## config.mk

```make
export PLATFORM = sky130hd
export DESIGN_NAME = sfifo_burst_drain_flat
export DESIGN_NICKNAME = d
export VERILOG_FILES = /design/src/rtl/sfifo_drain_pkg.sv /design/src/rtl/sfifo_burst_drain_if.sv /design/src/rtl/sfifo_drain_outreg.sv /design/src/rtl/sfifo_burst_drain.sv /design/src/flat_wrapper.sv
export SDC_FILE = /design/constraint.sdc
export NUM_CORES = 1
export LEC_CHECK = 0
export CAP_MARGIN = 20
export CORE_MARGIN = 2
export CORE_UTILIZATION = 45
export CTS_CLUSTER_DIAMETER = 40
export DETAILED_ROUTE_END_ITERATION = 7
export GPL_ROUTABILITY_DRIVEN = 0
export PLACE_DENSITY = 0.85
export SLEW_MARGIN = 0
export SYNTH_ARGS = -nofsm -noshare
export SYNTH_HDL_FRONTEND = slang
export SYNTH_SLANG_ARGS = --single-unit
```

## constraint.sdc

```tcl
create_clock -name i_clk -period 2.39 [get_ports i_clk]
set_clock_uncertainty 0.1 [all_clocks]
set_input_delay 0.3585 -clock i_clk [delete_from_list [all_inputs] [get_ports i_clk]]
set_output_delay 0.3585 -clock i_clk [all_outputs]
set_load 0.005 [all_outputs]
```

## src/rtl/sfifo_drain_pkg.sv

```systemverilog
// Shared types for the FIFO burst drain engine: FSM state encoding and
// the burst-length clamp helper (0 maps to 1, oversize maps to max).
package sfifo_drain_pkg;

    typedef enum logic [1:0] {
        ST_IDLE  = 2'd0,
        ST_BURST = 2'd1,
        ST_DRAIN = 2'd2
    } state_e;

    function automatic int unsigned clamp_len(
        input int unsigned len,
        input int unsigned lgmax
    );
        int unsigned maxb;
        maxb = 32'd1 << lgmax;
        if (len == 0)
            return 32'd1;
        else if (len > maxb)
            return maxb;
        else
            return len;
    endfunction

endpackage

```

## src/rtl/sfifo_burst_drain_if.sv

```systemverilog
// Bundle of FIFO read-port, control and output-stream signals.
// master: the drain engine; slave: FIFO/consumer side.
interface sfifo_burst_drain_if #(
    parameter int BW         = 8,
    parameter int LGFLEN     = 4,
    parameter int LGMAXBURST = 3
);
    logic                  i_int;
    logic                  i_empty;
    logic [LGFLEN:0]       i_fill;
    logic [BW-1:0]         i_fdata;
    logic                  o_rd;
    logic [LGMAXBURST:0]   i_burst_len;
    logic                  i_flush;
    logic                  o_valid;
    logic                  i_ready;
    logic [BW-1:0]         o_data;
    logic                  o_last;
    logic                  o_busy;

    modport master (
        input  i_int, i_empty, i_fill, i_fdata,
        input  i_burst_len, i_flush, i_ready,
        output o_rd, o_valid, o_data, o_last, o_busy
    );

    modport slave (
        output i_int, i_empty, i_fill, i_fdata,
        output i_burst_len, i_flush, i_ready,
        input  o_rd, o_valid, o_data, o_last, o_busy
    );
endinterface

```

## src/rtl/sfifo_drain_outreg.sv

```systemverilog
// Registered valid/ready output slot holding one beat (data + last).
// Ports: i_ld loads a beat; i_ready retires it; o_valid/o_data/o_last out.
module sfifo_drain_outreg #(
    parameter int BW = 8
) (
    input  logic          i_clk,
    input  logic          i_reset_n,
    input  logic          i_ld,
    input  logic [BW-1:0] i_ld_data,
    input  logic          i_ld_last,
    input  logic          i_ready,
    output logic          o_valid,
    output logic [BW-1:0] o_data,
    output logic          o_last
);
    logic          valid_q, valid_d;
    logic [BW-1:0] data_q, data_d;
    logic          last_q, last_d;

    // A load is only issued when the slot is free or retiring this cycle.
    always_comb begin
        valid_d = valid_q;
        data_d  = data_q;
        last_d  = last_q;
        if (i_ld) begin
            valid_d = 1'b1;
            data_d  = i_ld_data;
            last_d  = i_ld_last;
        end else if (i_ready) begin
            valid_d = 1'b0;
            last_d  = 1'b0;
        end
    end

    always_ff @(posedge i_clk or negedge i_reset_n) begin
        if (!i_reset_n) begin
            valid_q <= 1'b0;
            data_q  <= '0;
            last_q  <= 1'b0;
        end else begin
            valid_q <= valid_d;
            data_q  <= data_d;
            last_q  <= last_d;
        end
    end

    assign o_valid = valid_q;
    assign o_data  = data_q;
    assign o_last  = last_q;
endmodule

```

## src/rtl/sfifo_burst_drain.sv

```systemverilog
// Burst drain engine: waits for FIFO threshold/flush(/timeout), pops a
// bounded burst onto a valid/ready stream with o_last on the final beat.
// Ports: i_clk, i_reset_n (async active-low), bus (master modport).
// Optional: SFIFO_DRAIN_TIMEOUT_EN enables the idle-timeout trigger.
module sfifo_burst_drain
    import sfifo_drain_pkg::*;
#(
    parameter int BW         = 8,
    parameter int LGFLEN     = 4,
    parameter int LGMAXBURST = 3,
    parameter int LGTIMEOUT  = 6
) (
    input  logic                 i_clk,
    input  logic                 i_reset_n,
    sfifo_burst_drain_if.master  bus
);
    localparam int RW = LGMAXBURST + 1;
    localparam int FW = LGFLEN + 1;

    state_e        state_q, state_d;
    logic [RW-1:0] remain_q, remain_d;
    logic          flush_pend_q, flush_pend_d;
    logic [FW-1:0] fill;
    logic [RW-1:0] eff_len, first_len;
    logic          trig, start, rd, ld_last, out_valid, tmo_hit;

    assign fill = bus.i_fill;

`ifdef SFIFO_DRAIN_TIMEOUT_EN
    logic [LGTIMEOUT-1:0] tmo_q, tmo_d;

    assign tmo_hit = (state_q == ST_IDLE) && (&tmo_q);

    // Counts idle cycles with data waiting below threshold; restarts on hit.
    always_comb begin
        tmo_d = '0;
        if (state_q == ST_IDLE && !bus.i_empty && !bus.i_int && !tmo_hit)
            tmo_d = tmo_q + LGTIMEOUT'(1);
    end

    always_ff @(posedge i_clk or negedge i_reset_n) begin
        if (!i_reset_n)
            tmo_q <= '0;
        else
            tmo_q <= tmo_d;
    end
`else
    logic tmo_unused;
    assign tmo_unused = |LGTIMEOUT;
    assign tmo_hit    = 1'b0;
`endif

    // Burst size is the clamped request, never more than what is stored.
    always_comb begin
        eff_len = RW'(clamp_len(32'(bus.i_burst_len), LGMAXBURST));
        if (32'(fill) < 32'(eff_len))
            first_len = RW'(fill);
        else
            first_len = eff_len;
    end

    assign trig  = bus.i_int || flush_pend_q || bus.i_flush || tmo_hit;
    assign start = (state_q == ST_IDLE) && trig && (fill != '0);

    // State register
    always_ff @(posedge i_clk or negedge i_reset_n) begin
        if (!i_reset_n) begin
            state_q      <= ST_IDLE;
            remain_q     <= '0;
            flush_pend_q <= 1'b0;
        end else begin
            state_q      <= state_d;
            remain_q     <= remain_d;
            flush_pend_q <= flush_pend_d;
        end
    end

    // Next-state and counters
    always_comb begin
        state_d      = state_q;
        remain_d     = remain_q;
        flush_pend_d = flush_pend_q;
        if (start)
            flush_pend_d = 1'b0;
        else if (bus.i_flush)
            flush_pend_d = 1'b1;
        unique case (state_q)
            ST_IDLE: begin
                if (start) begin
                    state_d  = ST_BURST;
                    remain_d = first_len;
                end
            end
            ST_BURST: begin
                if (rd) begin
                    remain_d = remain_q - RW'(1);
                    if (ld_last)
                        state_d = ST_DRAIN;
                end
            end
            ST_DRAIN: begin
                if (out_valid && bus.i_ready)
                    state_d = ST_IDLE;
            end
            default: state_d = ST_IDLE;
        endcase
    end

    // Outputs
    always_comb begin
        ld_last = (remain_q == RW'(1));
        rd      = (state_q == ST_BURST) && !bus.i_empty &&
                  (remain_q != '0) && (!out_valid || bus.i_ready);
    end

    sfifo_drain_outreg #(.BW(BW)) u_outreg (
        .i_clk     (i_clk),
        .i_reset_n (i_reset_n),
        .i_ld      (rd),
        .i_ld_data (bus.i_fdata),
        .i_ld_last (ld_last),
        .i_ready   (bus.i_ready),
        .o_valid   (out_valid),
        .o_data    (bus.o_data),
        .o_last    (bus.o_last)
    );

    assign bus.o_rd    = rd;
    assign bus.o_valid = out_valid;
    assign bus.o_busy  = (state_q != ST_IDLE);
endmodule

```

## src/flat_wrapper.sv

```systemverilog
// flat-port wrapper written by rule: the top's interface ports become plain ports
module sfifo_burst_drain_flat import sfifo_drain_pkg::*;
#(
    parameter int BW         = 8,
    parameter int LGFLEN     = 4,
    parameter int LGMAXBURST = 3,
    parameter int LGTIMEOUT  = 6
)
  (i_clk, i_reset_n, bus_i_int, bus_i_empty, bus_i_fill, bus_i_fdata, bus_i_burst_len, bus_i_flush, bus_i_ready, bus_o_rd, bus_o_valid, bus_o_data, bus_o_last, bus_o_busy);
  sfifo_burst_drain_if #(.BW(BW), .LGFLEN(LGFLEN), .LGMAXBURST(LGMAXBURST)) bus_i ();
  input  logic i_clk;
  input  logic i_reset_n;
  input wire logic [$bits(bus_i.i_int)-1:0] bus_i_int;
  input wire logic [$bits(bus_i.i_empty)-1:0] bus_i_empty;
  input wire logic [$bits(bus_i.i_fill)-1:0] bus_i_fill;
  input wire logic [$bits(bus_i.i_fdata)-1:0] bus_i_fdata;
  input wire logic [$bits(bus_i.i_burst_len)-1:0] bus_i_burst_len;
  input wire logic [$bits(bus_i.i_flush)-1:0] bus_i_flush;
  input wire logic [$bits(bus_i.i_ready)-1:0] bus_i_ready;
  output wire logic [$bits(bus_i.o_rd)-1:0] bus_o_rd;
  output wire logic [$bits(bus_i.o_valid)-1:0] bus_o_valid;
  output wire logic [$bits(bus_i.o_data)-1:0] bus_o_data;
  output wire logic [$bits(bus_i.o_last)-1:0] bus_o_last;
  output wire logic [$bits(bus_i.o_busy)-1:0] bus_o_busy;
  assign bus_i.i_int = bus_i_int;
  assign bus_i.i_empty = bus_i_empty;
  assign bus_i.i_fill = bus_i_fill;
  assign bus_i.i_fdata = bus_i_fdata;
  assign bus_i.i_burst_len = bus_i_burst_len;
  assign bus_i.i_flush = bus_i_flush;
  assign bus_i.i_ready = bus_i_ready;
  assign bus_o_rd = bus_i.o_rd;
  assign bus_o_valid = bus_i.o_valid;
  assign bus_o_data = bus_i.o_data;
  assign bus_o_last = bus_i.o_last;
  assign bus_o_busy = bus_i.o_busy;
  sfifo_burst_drain #(.BW(BW), .LGFLEN(LGFLEN), .LGMAXBURST(LGMAXBURST), .LGTIMEOUT(LGTIMEOUT)) u_core (.i_clk(i_clk), .i_reset_n(i_reset_n), .bus(bus_i));
endmodule
```

* Word-level counts from Yosys, hierarchy flattened *
Cells that the tools add are included.

cells by class
  magnitude comparators = 2
  reduce and logical (&&, ||, !) cells = 21
  multiplexer cells = 16
  $add $sub $neg = 1
  equal/unequal tests = 7

operator list
  kind                   count
  $mux W4                5
  $mux W2                4
  $pmux W4 S2            1
  $reduce_bool A2 Y1     4
  $logic_and A1 B1 Y1    6
  $pmux W2 S3            1
  $lt A5 B4 Y1           1
  $mux W1                5
  $reduce_bool A5 Y1     1
  $eq A4 B1 Y1 const B   1
  $gt A4 B4 Y1 const B   1
  $logic_not A4 Y1       1
  $ne A2 B1 Y1 const B   2
  $ne A2 B2 Y1 const B   2
  $reduce_and A4 Y1      1
  $reduce_bool A4 Y1     1
  $sub A4 B1 Y4 const B  1
  $logic_or A1 B1 Y1     3
  $reduce_and A3 Y1      1
  $eq A2 B1 Y1 const B   1
  $eq A2 B2 Y1 const B   1
  $logic_not A1 Y1       2
  $logic_not A2 Y1       1

word-level totals
  output and inout port bits = 12
  register bits = 17
  input port bits = 23

* Logic depth before layout (Yosys ltp) *
Gate-level depths: netlist of the first run.

  depth after elaboration = 7
  depth in mapped cells = 7
  mapped depth without buffers = 7

* By module *
Synthesis of the first run repeated with hierarchy kept, for this count alone.

unflattened totals
  cell total of the unflattened synthesis = 90
  area, all modules = 1023.5 µm²

modules (own cells, without submodules)
  module              cells an instance  sequential area each (µm²)  instances  area an instance (µm²)
  sfifo_burst_drain   67                 175.2                       1          620.6
  sfifo_drain_outreg  23                 250.2                       1          402.9

* Least setup slack after synthesis of the first run *
No wires, ideal clock.

  path type = reg-to-reg
  start = register u_core.remain_q[0]
  end = register u_core.u_outreg.data_q[2], in the netlist u_core.u_outreg.o_data[2]
  arrival time = 1614 ps
  cell stages (with the launch flop) = 6
  setup time = 125 ps
  setup slack = 551 ps
  cell sequence = dfrtp_1 inv_1 ha_1 a2111oi_4 buf_6 mux2_4

on the way
  longest elaborated chain between the ends = 3

ends and longest elaborated chain
  element                 RTL line                  RTL
  start, declared         sfifo_burst_drain.sv:21   logic [RW-1:0] remain_q, remain_d;
  start signal, assigned  sfifo_burst_drain.sv:73   remain_q <= remain_d;
  $reduce_bool A4 Y1      sfifo_burst_drain.sv:113  (remain_q != '0) && (!out_valid || bus.i_ready);
  $logic_and A1 B1 Y1     sfifo_burst_drain.sv:112  rd = (state_q == ST_BURST) && !bus.i_empty &&
  $logic_and A1 B1 Y1     sfifo_burst_drain.sv:113
  named net bus_o_rd      flat_wrapper.sv:20        output wire logic [$bits(bus_i.o_rd)-1:0] bus_o_rd;
  end signal, assigned    sfifo_drain_outreg.sv:42  data_q <= data_d;
  end, declared           sfifo_drain_outreg.sv:17  logic [BW-1:0] data_q, data_d;

The timed path passes the listed nets, and every way through them passes these cells.
A chain may end at the register's enable or synchronous reset.

* Final worst setup path of the first run *
  start = input port bus_i_burst_len[3]
  end = register u_core.remain_q[2]

on the way
  longest elaborated chain between the ends = 7

ends and longest elaborated chain
  element          RTL line                 RTL
  start, declared  flat_wrapper.sv:17       input wire logic [$bits(bus_i.i_burst_len)-1:0] bus_i_burst_len;
  $gt A4 B4 Y1     sfifo_drain_pkg.sv:19    else if (len > maxb)
  $mux W4          sfifo_drain_pkg.sv:19
  $mux W4 (*)      sfifo_drain_pkg.sv:17    if (len == 0)
  $lt A5 B4 Y1     sfifo_burst_drain.sv:56  if (32'(fill) < 32'(eff_len))
  $mux W4 (*)      sfifo_burst_drain.sv:56
  $mux W4 (*)      sfifo_burst_drain.sv:89  if (start) begin
  $pmux W4 S2 (*)  sfifo_burst_drain.sv:87  unique case (state_q)

Mark *: on every way between the ends. The rest lies on a longest branch, timed or not. The select of a mux whose other input is x is not followed.

==> run metrics, run 1 <==
sum of overflow across all layers after global routing 0; clock tree from TritonCTS yes; hold-fix buffers at CTS 0; switching power summed over all nets about 550 uW; via count of the first global-routing pass a little under 1000; IO Pins 35; most used flip-flop cell after synthesis sky130_fd_sc_hd__dfrtp_1; multi-input logic area ~600 sq um; final core utilization approximately 67%; Worst Setup Path Type in -> reg; share of synthesized area occupied by flip-flops and latches roughly two fifths; wire length of the first global-routing pass 4.264 mm; Port Buf Inserts 34; number of sinks on the clock net 17; share of total power in combinational logic 54.0%; most common cell in the netlist sky130_fd_sc_hd__dfrtp_1; library cells used by synthesis 36; number of design-rule violations left by the first detailed-router iteration 19; part of the total power dissipated in sequential elements 35.8%; diode insertion count for antenna repair 0; share of flip-flops with an asynchronous set or reset after synthesis 100.0%; area share of the leading cell type in the synthesized netlist 40.14%; non-filler cells in the finished layout 166; worst-case setup margin in the final layout 0.2991 ns; Reg area roughly 430 sq um; Critical-path top delay cell sky130_fd_sc_hd__clkdlybuf4s50_1; first drt pass iteration count 4; first element of the critical path bus_i_burst_len[3]; DIE AREA 2759 sq um; clock network fraction of total power about a tenth; routed length per placed instance 14.82 um; Antenna Violating Nets Remaining 0; effective utilization at floorplan 47.91%; clock latency on the worst-skew pair 0.29 ns; NumNets Final 167; fin crit period 2.091 ns; clock slew at reported path FFs 0.10 ns; end of the critical path u_core.remain_q[2]; cell count after synthesis 97; maximum number of pins on one net before global-route repair 18; switching power share of the total between 30% and 40%; Slew Limit Fails 0; Yosys warning count 0; clock buffer count from CTS 3; sort of element at the start of the critical path input pin; reg2reg start u_core.remain_q[1]; Avg Synthesized Cell Area 10.93 sq um; area overhead of the layout relative to synthesis 40.02%; outcome completed; r2r worst-path depth 6; share of post-route cells with drive strength above 1 15.94%; DP Worst Slack -0.01361 ns; Int Power 988.6 uW; number of enable-type register cells in the synthesized netlist 0; number of antenna violations at the first check in global routing 0; worst min-delay path category in -> async; Max Buffers Root-to-Sink 2; final routed wirelength across all metal layers 2.460 mm; count of endpoints failing setup in the final report 0; cell breakdown of the critical path clkdlybuf4s50_1 > inv_1 > nand2_1 > ha_1 > a21o_1 > a21oi_1 > nand3_1 > a311oi_1; area leader, netlist sky130_fd_sc_hd__dfrtp_1; Leakage Power 0.6379 nW; Area contributors post-synth sky130_fd_sc_hd__dfrtp_1, sky130_fd_sc_hd__mux2_4, sky130_fd_sc_hd__ha_1; DRC violations left 0; cell total after placement 161; critical path fanouts, max 5; RSZ-0062 raised after global routing no; FP Rows 17; Die Ht roughly 53 um; Die Span X 52.53 um; detailed placement HPWL approximately 2 mm; All-Layer GR Usage roughly a fifth; power density cells 1036 nW/um^2; max-cap check violation count 0; # H-tree levels 1; total of flip-flops plus latches after synthesis 17; vias per std cell 5.639; number of fill cells in the layout 184; worst slew pin tran 0.7470 ns; endpoint required time on the critical path ~2.5 ns; Final Hold Vio Count 0; final clock period utilization by the worst path 87.49%; commonest cells in the synthesized netlist sky130_fd_sc_hd__dfrtp_1, sky130_fd_sc_hd__mux2_4, sky130_fd_sc_hd__nand3_1; Max VDD drop 580.8 uV; FF-to-FF End u_core.remain_q[1]; syn nets approximately 130; Cell Area, Synth between 1000 and 1500 sq um; type of destination of the critical path register; Max-slew headroom 50.04%; internal reg-to-reg setup slack 0.42 ns; Floorplan Core Area 2212 sq um; clock tree root driver cell sky130_fd_sc_hd__clkbuf_4; Critical Path AT around 2.2 ns; slowest cell delay on critical path 0.42 ns; number of vias after detailed routing 936; FMAX 478.3 MHz
-- per-layer routing --
layer / share of wire [%] / GRT usage, % / up-vias
li1: - / - / 456
met3: 4.3 / 1.714 / 4
met5: 0 / 0 / -
met2: 53 / 39.17 / 29
met1: 41 / 24.19 / 447
met4: 2.0 / 9.829 / 0
-- final cells by class --
| class | instances | area share [%] |
|---|---|---|
| Multi-Input combinational cell | 74 | 40.73 |
| Sequential cell | 17 | 28.67 |
| Timing Repair Buffer | 38 | 25.13 |
| Tap cell | 28 | 2.361 |
| Clock buffer | 3 | 1.518 |
| Inverter | 5 | 1.265 |
| Clock inverter | 1 | 0.3373 |
-- worst max-delay path, delay by kind of cell --
kind | cells | cell delay, ns
buffers and inverters | 2 | 0.52
adders and majority gates | 1 | 0.29
and+or+nand+nor | 2 | 0.21
AOI/OAI and AO/OA | 3 | 0.82
-- worst min path at each step --
| stage | from | to | depth (start not counted) |
|---|---|---|---|
| 6_report | i_reset_n | u_core.state_q[1] | 1 |
| 3_3_place_gp | u_core.flush_pend_q | u_core.flush_pend_q | 1 |
| 5_1_grt | u_core.flush_pend_q | u_core.flush_pend_q | 1 |
| 3_5_place_dp | u_core.flush_pend_q | u_core.flush_pend_q | 1 |
| 4_1_cts | u_core.flush_pend_q | u_core.flush_pend_q | 1 |
| 2_1_floorplan | i_reset_n | u_core.flush_pend_q | 0 |
-- power groups by stage --
stage | clock network [mW] | logic [mW] | registers [mW]
2_1_floorplan | 0 | 0.484 | 0.540
5_1_grt | 0.166 | 0.916 | 0.572
3_5_place_dp | 0 | 0.814 | 0.561
6_report | 0.156 | 0.831 | 0.551
3_3_place_gp | 0 | 0.787 | 0.544
4_1_cts | 0.156 | 0.837 | 0.550
-- kinds of logic (layout without fill, tap and decap cells) --
group / count (synthesis) / after routing / synth area share, %
AND/OR/NAND/NOR: 32 / 32 / 18.66
flip-flops: 17 / 17 / 40.14
AO/OA/AOI/OAI: 29 / 29 / 21.84
multiplexers: 8 / 8 / 10.63
adder cells (fa/ha/maj): 5 / 5 / 5.903
buffers and inverters: 6 / 47 / 2.834
-- sequential cells by signal (all words and copies together), names as in the netlist --
| register | count |
|---|---|
| u_core.flush_pend_q | 1 |
| u_core.remain_q | 4 |
| u_core.state_q | 2 |
| u_core.u_outreg.o_data | 8 |
| u_core.u_outreg.o_last | 1 |
| u_core.u_outreg.o_valid | 1 |
-- cell usage in the layout (no fill, tap or decap), types with 3 or more instances in the layout --
cell type,netlist,layout
sky130_fd_sc_hd__buf_4,0,4
sky130_fd_sc_hd__clkdlybuf4s50_1,0,33
sky130_fd_sc_hd__nor2_1,3,3
sky130_fd_sc_hd__a21o_1,4,4
sky130_fd_sc_hd__clkbuf_4,0,3
sky130_fd_sc_hd__nand2_1,3,3
sky130_fd_sc_hd__a21oi_1,5,5
sky130_fd_sc_hd__nand3_1,6,6
sky130_fd_sc_hd__mux2_4,6,6
sky130_fd_sc_hd__ha_1,5,5
sky130_fd_sc_hd__a211oi_1,3,3
sky130_fd_sc_hd__o21ai_0,4,4
sky130_fd_sc_hd__dfrtp_1,17,17
sky130_fd_sc_hd__inv_1,5,5
sky130_fd_sc_hd__nor2b_1,3,3
sky130_fd_sc_hd__nand2b_1,3,3
-- repair_timing --
item,CTS,global route
resized for setup,0,1
setup endpoints to repair,1,1
buffers inserted,1,0
-- metrics by stage --
step,instance area [sq um],setup TNS [ns],hold slack [ns],total power [mW]
4_1_cts,1481,0,0.4040,1.542
3_5_place_dp,1446,-0.01361,0.3816,1.375
3_3_place_gp,1446,0,0.3659,1.331
2_1_floorplan,1060,0,-0.03709,1.024
5_1_grt,1484,0,0.4198,1.654
6_report,1484,0,0.3921,1.538
No activity file was read; power rests on OpenSTA's default activity.
==> run 2: changes to the inputs <==
Settings changed: SETUP_SLACK_MARGIN set to 0.4.
==> run metrics, run 2 (same netlist as run 1, synthesis figures left out) <==
uppermost metal layer occupied by signal nets met4; Design Area, Final 1533 sq um (+3.3%); first drt pass iteration count 4 (unchanged); smallest hold slack 0.3928 ns (+0.0006950 ns); clock latency on the worst-skew pair 0.30 ns (about the same); FP Rows 17 (unchanged); Critical Path AT 1.54 ns (-0.65 ns); IO Pins 35 (unchanged); Max Buffers Root-to-Sink 2 (unchanged); count of endpoints failing setup in the final report 0 (unchanged); wire length of the first global-routing pass 4.229 mm (-0.82%); Max-slew headroom 49.17% (-0.87 points); Die Span X 52.53 um (unchanged); diode insertion count for antenna repair 0 (unchanged); via count of the first global-routing pass 986 (-0.70%); Die Ht 52.53 um (unchanged); switching power summed over all nets 584.8 uW (+6.4%); detailed placement HPWL 1.977 mm (unchanged); DRC violations left 0 (unchanged); clock buffer count from CTS 3 (unchanged); maximum number of pins on one net before global-route repair 18 (unchanged); Slew Limit Fails 0 (unchanged); share of post-route cells with drive strength above 1 22.86% (+6.9 points); NumNets Final 169 (+1.2%); worst min-delay path category in -> async; WL met2 1.450 mm (+11%); worst-case setup margin in the final layout 0.3962 ns (+0.09715 ns); number of sinks on the clock net 17 (unchanged); switching power share of the total 36.18% (+0.45 points); power density cells 1055 nW/um^2 (+1.8%); critical path fanouts, max 7 (+2); vias per std cell 5.673 (+0.60%); # H-tree levels 1 (unchanged); endpoint required time on the critical path 1.93 ns (-0.56 ns); FMAX 501.6 MHz (+4.9%); max FFs per register 8 (unchanged); clock tree root driver cell sky130_fd_sc_hd__clkbuf_4; max-cap check violation count 0 (unchanged); number of vias after detailed routing 953 (+1.8%); most common cell after layout, fill and taps aside sky130_fd_sc_hd__clkdlybuf4s50_1; Leakage Power 0.6328 nW (-0.80%); part of the total power dissipated in sequential elements 34.3% (-1.5 points); All-Layer GR Usage 20.97% (-0.18 points); fin crit period 1.994 ns (-0.09715 ns); effective utilization at floorplan 47.91% (unchanged); metal3 WL 98 um (-7.5%); Max VDD drop 722.4 uV (+24%); Final Hold Vio Count 0 (unchanged); worst slew pin tran 0.7600 ns (+0.01300 ns); Port Buf Inserts 34 (unchanged); number of design-rule violations left by the first detailed-router iteration 11 (-8); RSZ-0062 raised after global routing yes; clock tree from TritonCTS yes; routed length per placed instance 15.61 um (+5.4%); type of destination of the critical path output port; outcome completed; Floorplan Core Area 2212 sq um (unchanged); Worst Setup Path Type reg -> out; final clock period utilization by the worst path 83.42% (-4.1 points); sum of overflow across all layers after global routing 0 (unchanged); metal1 wirelength 1.012 mm (+1.0%); number of antenna violations at the first check in global routing 0 (unchanged); number of fill cells in the layout 175 (-4.9%); Antenna Violating Nets Remaining 0 (unchanged); Post-Place Cell Area 1446 sq um (unchanged); share of total power in combinational logic 55.9% (+1.9 points); clock network fraction of total power 9.8% (-0.4 points); most used cells in the layout excluding fill and tap cells sky130_fd_sc_hd__clkdlybuf4s50_1, sky130_fd_sc_hd__dfrtp_1, sky130_fd_sc_hd__mux2_4, sky130_fd_sc_hd__nand3_1, sky130_fd_sc_hd__buf_4; Int Power 1.032 mW (+4.4%); DP Worst Slack -0.01361 ns (unchanged); clock slew at reported path FFs 0.10 ns (about the same); sort of element at the start of the critical path register; DIE AREA 2759 sq um (unchanged); final routed wirelength across all metal layers 2.623 mm (+6.6%); area overhead of the layout relative to synthesis 44.63%; hold-fix buffers at CTS 0 (unchanged)
==> run 2: cell types whose count changed in the layout (fill, tap and decap cells not counted), sizes merged <==
cell / previous run / this run
buf: 4 / 6
dlymetal6s2s: 1 / 0
clkbuf: 3 / 4
==> run 2: per-layer routing <==
layer,GRT usage [%],vias to the layer above
met5,0,-
met4,9.829,0
met3,1.714,7
met2,38.54,28
met1,24.19,462
li1,-,456
==> run 2: power by group through the flow <==
stage	Sequential, mW	Combinational (mW)	Clock (mW)
after floorplan	0.540	0.484	0
after global placement	0.544	0.787	0
after detailed placement	0.561	0.814	0
after CTS	0.552	0.840	0.156
after global routing	0.574	0.986	0.166
final	0.555	0.903	0.158
==> run 2: worst max-delay path: stages (launching register included) <==
cell,delay [ns]
sky130_fd_sc_hd__dfrtp_1,0.49
sky130_fd_sc_hd__nor2_2,0.21
sky130_fd_sc_hd__inv_1,0.09
sky130_fd_sc_hd__clkdlybuf4s50_1,0.45
==> run 2: layout make-up <==
class,count,area (sq um),area share [%]
Timing Repair Buffer,40,380.4,24.82
Sequential cell,17,425.4,27.76
Clock inverter,1,5.005,0.3265
Clock buffer,3,22.52,1.469
Inverter,5,18.77,1.224
Multi-Input combinational cell,74,645.6,42.12
Tap cell,28,35.03,2.286
==> run 2: final timing paths <==
path / startpoint / endpoint / slack, ns / depth (start not counted)
setup / recovery: u_core.state_q[0] / bus_o_busy / 0.40 / 3
hold / removal: i_reset_n / u_core.state_q[1] / 0.39 / 1
setup reg to reg: u_core.remain_q[1] / u_core.remain_q[1] / 0.48 / 6
hold reg to reg: u_core.flush_pend_q / u_core.flush_pend_q / 0.40 / 1
max in group asynchronous: i_reset_n / u_core.u_outreg.o_data[2] / 1.32 / 1
min in group i_clk: u_core.flush_pend_q / u_core.flush_pend_q / 0.40 / 1
==> run 2: through the flow <==
| stage | std cells | power, mW | utilization [%] | setup TNS [ns] |
|---|---|---|---|---|
| after CTS | 166 | 1.549 | 67.53 | 0 |
| final | 168 | 1.617 | 69.29 | 0 |
| after floorplan | 97 | 1.024 | - | 0 |
| after global routing | 168 | 1.726 | 69.29 | 0 |
| after detailed placement | 161 | 1.375 | 65.38 | -0.01361 |
| after global placement | 161 | 1.331 | 65.38 | 0 |
==> run 2: what timing repair did <==
item | CTS | global route
cloned | 0 | 0
resized for setup | 5 | 7
buffers inserted | 1 | 2
pin swaps | 1 | 3
endpoints found under the hold margin | 0 | 0
endpoints found under the setup margin | 4 | 6
==> run 3: changes to the inputs <==
Settings changed: CORE_UTILIZATION 45 to 40, PLACE_DENSITY 0.85 to 0.8.
Clock period 2.39 ns to 1.7 ns, I/O delays scaled along.
==> run metrics, run 3 (same netlist as run 1, synthesis figures left out) <==
final clock period utilization by the worst path 106.0%; fin crit period between 1.5 and 2 ns; # H-tree levels 1 (unchanged); IO Pins 35 (unchanged); endpoint required time on the critical path 1.83 ns (-0.10 ns); Die Ht 55.47 um (+5.6%); routed length per placed instance 17.88 um (+15%); multi-input logic area 714.4 sq um (+11%); final routed wirelength across all metal layers 3.880 mm (+48%); Slew Limit Fails 0 (unchanged); most used cells in the layout excluding fill and tap cells sky130_fd_sc_hd__buf_4, sky130_fd_sc_hd__dfrtp_1, sky130_fd_sc_hd__clkdlybuf4s50_1; Most Crowded Layer GR met2; sum of overflow across all layers after global routing 0 (unchanged); FMAX 555.2 MHz; clock tree from TritonCTS yes; power density cells 1537 nW/um^2 (+46%); global-route track usage on met1 26.40% (+2.2 points); number of sinks on the clock net 17 (unchanged); Worst Setup Path Type reg -> reg; met3 Usage GRT 3.513% (+1.8 points); met2 Usage GRT 47.11% (+8.6 points); vias per std cell 5.604 (-1.2%); NumNets Final 216 (+28%); DIE AREA 3077 sq um (+12%); wire length of the first global-routing pass 5.920 mm (+40%); violations in the final reports setup timing; clock latency on the worst-skew pair 0.30 ns (about the same); clock buffer count from CTS 3 (unchanged); count of endpoints failing setup in the final report 13 (+13); share of post-route cells with drive strength above 1 50.80% (+28 points); FP Rows 18 (+1); via count of the first global-routing pass 1272 (+29%); sort of element at the start of the critical path register; area overhead of the layout relative to synthesis 89.26%; Antenna Violating Nets Remaining 0 (unchanged); RSZ-0062 raised after global routing yes; number of vias after detailed routing 1216 (+28%); number of design-rule violations left by the first detailed-router iteration 30 (+19); Reg area 425.4 sq um (unchanged); overall power 3.082 mW (+91%); diode insertion count for antenna repair 0 (unchanged); Max-slew headroom 75.68% (+27 points); maximum number of pins on one net before global-route repair 18 (unchanged); Final Hold Vio Count 0 (unchanged); hold-fix buffers at CTS 0 (unchanged); critical path fanouts, max 3 (-4); clock slew at reported path FFs 0.11 ns (about the same); smallest hold slack 0.1649 ns (-0.2278 ns); worst min-delay path category in -> async; Max VDD drop 1055 uV (+46%); most common cell after layout, fill and taps aside sky130_fd_sc_hd__buf_4; max FFs per register 8 (unchanged); detailed placement HPWL 2.372 mm (+20%); Die Span X 55.47 um (+5.6%); Port Buf Inserts 34 (unchanged); Critical Path AT 1.93 ns (+0.39 ns); Total Negative Setup Slacks -0.7976 ns (-0.7976 ns); max-cap check violation count 0 (unchanged); outcome finished with violations; clock tree root driver cell sky130_fd_sc_hd__clkbuf_4; worst-case setup margin in the final layout -0.1012 ns (-0.4974 ns); All-Layer GR Usage 24.66% (+3.7 points); Leakage Power 0.9189 nW (+45%); number of fill cells in the layout 147 (-16%); Max Buffers Root-to-Sink 2 (unchanged); effective utilization at floorplan 42.39% (-5.5 points); number of antenna violations at the first check in global routing 0 (unchanged); DRC violations left 0 (unchanged); first drt pass iteration count 4 (unchanged); Floorplan Core Area 2500 sq um (+13%); worst slew pin tran 0.3640 ns (-0.3960 ns); type of destination of the critical path register
## run 3: cell count changes in the layout (fill, tap and decap cells not counted), sizes merged
cell / before / now
clkdlybuf4s15: 0 / 9
clkbuf: 4 / 3
clkdlybuf4s50: 33 / 15
buf: 6 / 56
dlygate4sd2: 0 / 7
## run 3: final timing paths
check	depth (start not counted)	startpoint	endpoint	slack [ns]
setup reg to reg	6	u_core.remain_q[0]	u_core.remain_q[1]	-0.10
max in group asynchronous	2	i_reset_n	u_core.u_outreg.o_data[1]	1.14
min in group i_clk	3	bus_i_fill[1]	u_core.remain_q[1]	0.33
hold reg to reg	1	u_core.flush_pend_q	u_core.flush_pend_q	0.42
setup / recovery	6	u_core.remain_q[0]	u_core.remain_q[1]	-0.10
hold / removal	2	i_reset_n	u_core.u_outreg.o_data[5]	0.16
## run 3: metrics by stage
step                instances  setup slack (ns)  utilization, %  area (sq um)
global placement          185           -0.3875           65.62          1640
global route              217           -0.1804           80.23          2006
CTS                       213          -0.07053           77.73          1943
detailed placement        185           -0.4815           65.62          1640
finish                    217           -0.1012           80.23          2006
floorplan                  97          -0.06366               -          1086
## run 3: repair_timing
item / 4_1_cts / 5_1_grt
endpoints found under the setup margin: 29 / 20
buffers inserted: 24 / 4
resized for setup: 64 / 10
pin swaps: 18 / 6
## run 3: area by class of cell
| cell class | count | area share (%) |
|---|---|---|
| Sequential cell | 17 | 21.21 |
| Inverter | 5 | 0.9357 |
| Clock buffer | 3 | 1.123 |
| Multi-Input combinational cell | 74 | 35.62 |
| Tap cell | 30 | 1.871 |
| Clock inverter | 1 | 0.2495 |
| Timing Repair Buffer | 87 | 38.99 |
## run 3: critical path, stage by stage, from the launching register on
cell and delay [ns]:
sky130_fd_sc_hd__dfrtp_1 0.41, sky130_fd_sc_hd__inv_2 0.08, sky130_fd_sc_hd__ha_4 0.16, sky130_fd_sc_hd__or3b_4 0.40, sky130_fd_sc_hd__and4_1 0.17, sky130_fd_sc_hd__a221o_1 0.27
sky130_fd_sc_hd__a31oi_1 0.13
## run 3: metal layers
layer	vias to the layer above	share of wire [%]	wire length, um
met3	14	4.8	185
li1	553	-	-
met2	64	54	2081
met5	-	0	0
met4	0	3.5	136
met1	585	38	1476
## run 3: report_power, final
part / leakage [nW] / total [mW] / internal (mW) / switching, mW
sequential: 0.203 / 0.725 / 0.604 / 0.122
clock: 0.0177 / 0.229 / 0.0878 / 0.141
combinational: 0.698 / 2.13 / 1.27 / 0.859
